--- src/rtl/clock_pkg.sv ---
// Shared clock definitions: mode encoding used by the
// time-set controller and the timer, plus blink field lookup.
package clock_pkg;

  localparam logic [1:0] MODE_RUN        = 2'd0;
  localparam logic [1:0] MODE_SET_HOUR   = 2'd1;
  localparam logic [1:0] MODE_SET_MINUTE = 2'd2;
  localparam logic [1:0] MODE_SET_SECOND = 2'd3;

  typedef enum logic [1:0] {
    ST_RUN    = MODE_RUN,
    ST_HOUR   = MODE_SET_HOUR,
    ST_MINUTE = MODE_SET_MINUTE,
    ST_SECOND = MODE_SET_SECOND
  } mode_e;

  // Blank-mask bit for the field being edited:
  // bit2 = hour, bit1 = minute, bit0 = second.
  function automatic logic [2:0] field_mask(
    input logic [1:0] m
  );
    logic [2:0] r;
    r = 3'b000;
    case (m)
      MODE_SET_HOUR:   r = 3'b100;
      MODE_SET_MINUTE: r = 3'b010;
      MODE_SET_SECOND: r = 3'b001;
      default:         r = 3'b000;
    endcase
    return r;
  endfunction

endpackage

--- src/rtl/time_set_controller_button_repeat.sv ---
// button_repeat: edge detect + hold-to-repeat for one button.
// Ports: clk, rst (sync, active-high), level (debounced button),
//   gate (pulse enable), hold_clr (zero hold counter),
//   tick (5 Hz enable), pulse (1-cycle registered strobe).
module button_repeat #(
  parameter int HOLD_TICKS = 3
) (
  input  logic clk,
  input  logic rst,
  input  logic level,
  input  logic gate,
  input  logic hold_clr,
  input  logic tick,
  output logic pulse
);

  localparam int CW = $clog2(HOLD_TICKS + 1);
  localparam logic [CW-1:0] HOLD_MAX = CW'(HOLD_TICKS);

  logic          prev;
  logic [CW-1:0] cnt;
  logic          edge_hit;
  logic          rpt_hit;

  assign edge_hit = level & ~prev;
  // Repeat fires on ticks after the counter has saturated.
  assign rpt_hit  = level & tick & (cnt == HOLD_MAX);

  always_ff @(posedge clk) begin
    if (rst) begin
      prev  <= 1'b0;
      cnt   <= '0;
      pulse <= 1'b0;
    end else begin
      // prev always tracks, so an edge masked by gate is lost.
      prev  <= level;
      pulse <= gate & (edge_hit | rpt_hit);
      if (!level || hold_clr) begin
        cnt <= '0;
      end else if (tick && cnt != HOLD_MAX) begin
        cnt <= cnt + 1'b1;
      end
    end
  end

endmodule

--- src/rtl/time_set_controller.sv ---
// Time-adjust sequencer: mode FSM, inc/dec strobes with
// auto-repeat, blink masks and idle return to RUN.
// Ports: clk, rst (sync, active-high), mode_tick, inc_level,
//   dec_level, enable_1hz, enable_5hz -> mode, run_enable,
//   inc_pulse, dec_pulse, blank_mask[2:0] (hour,min,sec).
module time_set_controller
  import clock_pkg::*;
#(
  parameter int HOLD_TICKS   = 3,
  parameter int IDLE_SECONDS = 10
) (
  input  logic       clk,
  input  logic       rst,
  input  logic       mode_tick,
  input  logic       inc_level,
  input  logic       dec_level,
  input  logic       enable_1hz,
  input  logic       enable_5hz,
  output logic [1:0] mode,
  output logic       run_enable,
  output logic       inc_pulse,
  output logic       dec_pulse,
  output logic [2:0] blank_mask
);

  localparam int IW = $clog2(IDLE_SECONDS + 1);
  localparam logic [IW-1:0] IDLE_LAST =
    IW'(IDLE_SECONDS - 1);

  mode_e         state;
  mode_e         state_nx;
  logic [IW-1:0] idle_cnt;
  logic          phase;
  logic          is_set;
  logic          any_btn;
  logic          conflict;
  logic          timeout;
  logic          chg;
  logic          gate;
  logic          hold_clr;

  assign is_set   = (state != ST_RUN);
  assign any_btn  = inc_level | dec_level;
  assign conflict = inc_level & dec_level;

  // Timeout fires on the tick that brings the count to
  // IDLE_SECONDS, so RUN is visible the following cycle.
  assign timeout  = is_set & enable_1hz & ~any_btn &
                    ~mode_tick & (idle_cnt == IDLE_LAST);

  always_comb begin
    state_nx = state;
    unique case (1'b1)
      mode_tick: state_nx = mode_e'(state + 2'd1);
      timeout:   state_nx = ST_RUN;
      default:   state_nx = state;
    endcase
  end

  assign chg      = (state_nx != state);
  // A mode change wins over any button event that cycle.
  assign gate     = is_set & ~conflict & ~mode_tick;
  assign hold_clr = ~is_set | conflict | chg;

  always_ff @(posedge clk) begin
    if (rst) begin
      state      <= ST_RUN;
      run_enable <= 1'b1;
      idle_cnt   <= '0;
      phase      <= 1'b0;
    end else begin
      state      <= state_nx;
      run_enable <= (state_nx == ST_RUN);
      if (chg || !is_set || any_btn) begin
        idle_cnt <= '0;
      end else if (enable_1hz) begin
        idle_cnt <= idle_cnt + 1'b1;
      end
      if (chg || !is_set) begin
        phase <= 1'b0;
      end else if (enable_5hz) begin
        phase <= ~phase;
      end
    end
  end

  assign mode = state;

  assign blank_mask =
    (is_set && phase && !any_btn) ? field_mask(state)
                                  : 3'b000;

  button_repeat #(
    .HOLD_TICKS(HOLD_TICKS)
  ) u_inc (
    .clk      (clk),
    .rst      (rst),
    .level    (inc_level),
    .gate     (gate),
    .hold_clr (hold_clr),
    .tick     (enable_5hz),
    .pulse    (inc_pulse)
  );

  button_repeat #(
    .HOLD_TICKS(HOLD_TICKS)
  ) u_dec (
    .clk      (clk),
    .rst      (rst),
    .level    (dec_level),
    .gate     (gate),
    .hold_clr (hold_clr),
    .tick     (enable_5hz),
    .pulse    (dec_pulse)
  );

endmodule

--- config.mk ---
export PLATFORM = sky130hd
export DESIGN_NAME = time_set_controller
export DESIGN_NICKNAME = d
export VERILOG_FILES = /design/src/rtl/clock_pkg.sv /design/src/rtl/time_set_controller_button_repeat.sv /design/src/rtl/time_set_controller.sv
export SDC_FILE = /design/constraint.sdc
export NUM_CORES = 1
export LEC_CHECK = 0
export ABC_AREA = 1
export BUFFER_PORTS_ARGS = -buffer_cell sky130_fd_sc_hd__buf_4
export CAP_MARGIN = 0
export CORE_UTILIZATION = 49
export CTS_CLUSTER_DIAMETER = 30
export DETAILED_ROUTE_END_ITERATION = 10
export GPL_TIMING_DRIVEN = 0
export PLACE_DENSITY = 0.79
export SLEW_MARGIN = 5
export SYNTH_ARGS = -nofsm -noshare
export SYNTH_HDL_FRONTEND = slang
export SYNTH_SLANG_ARGS = --single-unit
--- constraint.sdc ---
create_clock -name clk -period 2.6 [get_ports clk]
set_input_delay 0.52 -clock clk [delete_from_list [all_inputs] [get_ports clk]]
set_output_delay 0.52 -clock clk [all_outputs]
set_load 0.005 [all_outputs]
==> results.cfg <==
[worst_setup_path]
worstSetupPathType = flop to primary output
timing.critical_path.from = mode[0]
cp-start-kind = flop
cp_max_fo = 5
worstRegToRegCells = 6
r2r_start = mode[0]
r2r_slack_ns = 1.18
r2r_end = u_inc.cnt[1]
crit_arrival_ns = 1.52
cp.required_ns = 2.08
cp-end-kind = primary output

[logic_synthesis]
syn_avg_cell_area_um2 = 7.96
ys_warn_count = 0
syn_nets = 118
synth_area_um2 = 820
ys_ff_latch = 16
synthCells = 103
seq_area_frac_synth_pct = 39.1
synthDistinctLibCells = 21

[clock_network]
ctsHoldBuffers = 0
cts_resized = 0
clockBufferDepth = 2
root_buffer = clkbuf_4
cts_buffers = 3
post_cts_buffers = 0
clkLatencyLatePin_ns = 0.28
cts.clk_slew.worst_paths_ns = 0.09
cts.sinks = 16
htreeDepth = 1
cts_tree = yes

[pwr]
power.density_nw_per_um2 = 456
power.ir.vdd_worst_mv = 0.251
leakage_nw = 0.461

[route]
routedWlPerCell_um = 9.84
wl_mm = 1.34
num_vias = 653
drtPass1Iterations = 2
first_iter_violations = 2
viasPerCell = 4.80
drc = 0
antenna_left = 0

[sta]
final_hold_viol_count = 0
max_slew_margin_pct = 83.4
rsz0062_at_grt = false
holdWs_ns = 0.418
fin_crit_ns = 2.04
finalSetupViolCount = 0
tns_ns = 0
finalCritPeriodShare_pct = 78.3
fmax_mhz = 491
clock_skew_ns = 0.00775
maxSlewViolCount = 0
tightest_slew_ns = 0.247

[global_route]
grt_pass1_vias = 621
grt-ovfl-total = 0
grt_max_degree = 9
grt_pass1_wl_mm = 2.39
grt_usage_pct = 17.3
antenna_found_initial = 0

[floorplan]
start_util_pct = 53.2
io_pins = 15
num_rows = 14
die-area_um2 = 1840
die_w_um = 42.9
coreArea_um2 = 1540
dieHeight_um = 42.9

[place]
io_buffers = 14
place_hpwl_mm = 1.08
routabilityCongestion = 0.760

[worst_hold_path]
hp-class = flop to flop
whs_path_depth = 1
hold_path_end = u_inc.pulse
min_from = u_inc.prev

[final_layout]
diodes = 0
area_growth_pct = 18.0
nets = 137
drive_gt1_share_pct = 25.0

[run_status]
status = finished, final reports clean

[job]
max-cap-violations = 0
-- metrics by stage --
stage	setup WS (ns)	utilization [%]	power [mW]	instance area, µm²	cells
floorplan	1.09	-	0.298	820	103
global placement	0.871	61.3	0.321	945	133
detailed placement	0.853	61.3	0.322	945	133
CTS	0.572	62.7	0.448	967	136
global route	0.467	62.7	0.464	967	136
finish	0.563	62.7	0.442	967	136
-- cells in the final DEF (no fill, tap or decap), types with 3 or more instances in the layout --
master / synthesis / final
inv_2: 5 / 5
inv_1: 13 / 13
xor2_1: 4 / 4
clkbuf_4: 0 / 3
nand3_1: 6 / 6
nand2_1: 17 / 17
buf_4: 0 / 14
nand2_2: 3 / 3
nor2_1: 16 / 16
ha_1: 8 / 8
dfxtp_1: 16 / 16
-- cell usage after synthesis, drive strengths merged --
master | number | share of area [%]
ha | 8 | 12
dfxtp | 16 | 39
mux2i | 1 | 1.2
nand4 | 1 | 0.76
nor4 | 1 | 0.76
xnor2 | 2 | 2.1
nand3b | 1 | 0.92
bufinv | 1 | 2.1
a21oi | 2 | 1.2
inv | 18 | 8.2
nand2 | 20 | 10
mux2 | 1 | 1.4
a21o | 1 | 0.92
a21boi | 1 | 0.92
nand3 | 7 | 4.9
nor2 | 18 | 8.9
xor2 | 4 | 4.3
-- worst max-delay path by stage --
| stage | slack [ns] | endpoint | depth (start not counted) |
|---|---|---|---|
| 3_3_place_gp | 0.87 | blank_mask[2] | 7 |
| 2_1_floorplan | 1.09 | blank_mask[0] | 4 |
| 6_report | 0.56 | blank_mask[2] | 5 |
| 3_5_place_dp | 0.85 | blank_mask[2] | 7 |
| 4_1_cts | 0.57 | blank_mask[2] | 5 |
| 5_1_grt | 0.47 | blank_mask[1] | 5 |
-- critical path, stage by stage, from the launching register on --
cell,delay [ns]
dfxtp_1,0.42
inv_2,0.08
ha_1,0.26
nand3b_1,0.23
nor2_1,0.13
buf_4,0.12
-- cells by family after synthesis --
| logic type | synth area share [%] |
|---|---|
| buffers and inverters | 10.4 |
| adder cells (fa/ha/maj) | 12.2 |
| AND/OR/NAND/NOR | 26.3 |
| multiplexers | 2.60 |
| XOR/XNOR | 6.41 |
| flip-flops | 39.1 |
| AO/OA/AOI/OAI | 3.05 |
-- area by class of cell --
type,count,area (µm²)
Fill cell,146,574
Multi-Input combinational cell,68,414
Sequential cell,16,320
Timing Repair Buffer,14,105
Inverter,19,85.1
Clock buffer,3,22.5
Tap cell,16,20.0
-- sequential cells by signal, indices dropped and copies added, names as in the netlist --
name,cells
run_enable,1
idle_cnt,4
phase,1
mode,2
u_inc.cnt,2
u_inc.prev,1
u_inc.pulse,1
u_dec.prev,1
u_dec.cnt,2
u_dec.pulse,1
-- per-layer routing --
layer | global-route usage, % | up-vias | share of wire [%]
met2 | 30.0 | 6 | 50
met5 | 0 | - | 0
met1 | 19.7 | 298 | 46
li1 | - | 347 | -
met3 | 4.26 | 2 | 2.9
met4 | 7.50 | 0 | 0.67
-- power breakdown --
group          internal (mW)  switching (mW)  leakage (nW)
sequential             0.252         0.00454         0.130
clock                 0.0536          0.0719        0.0138
combinational         0.0282          0.0313         0.317
Power figures use the tool's default switching activity.
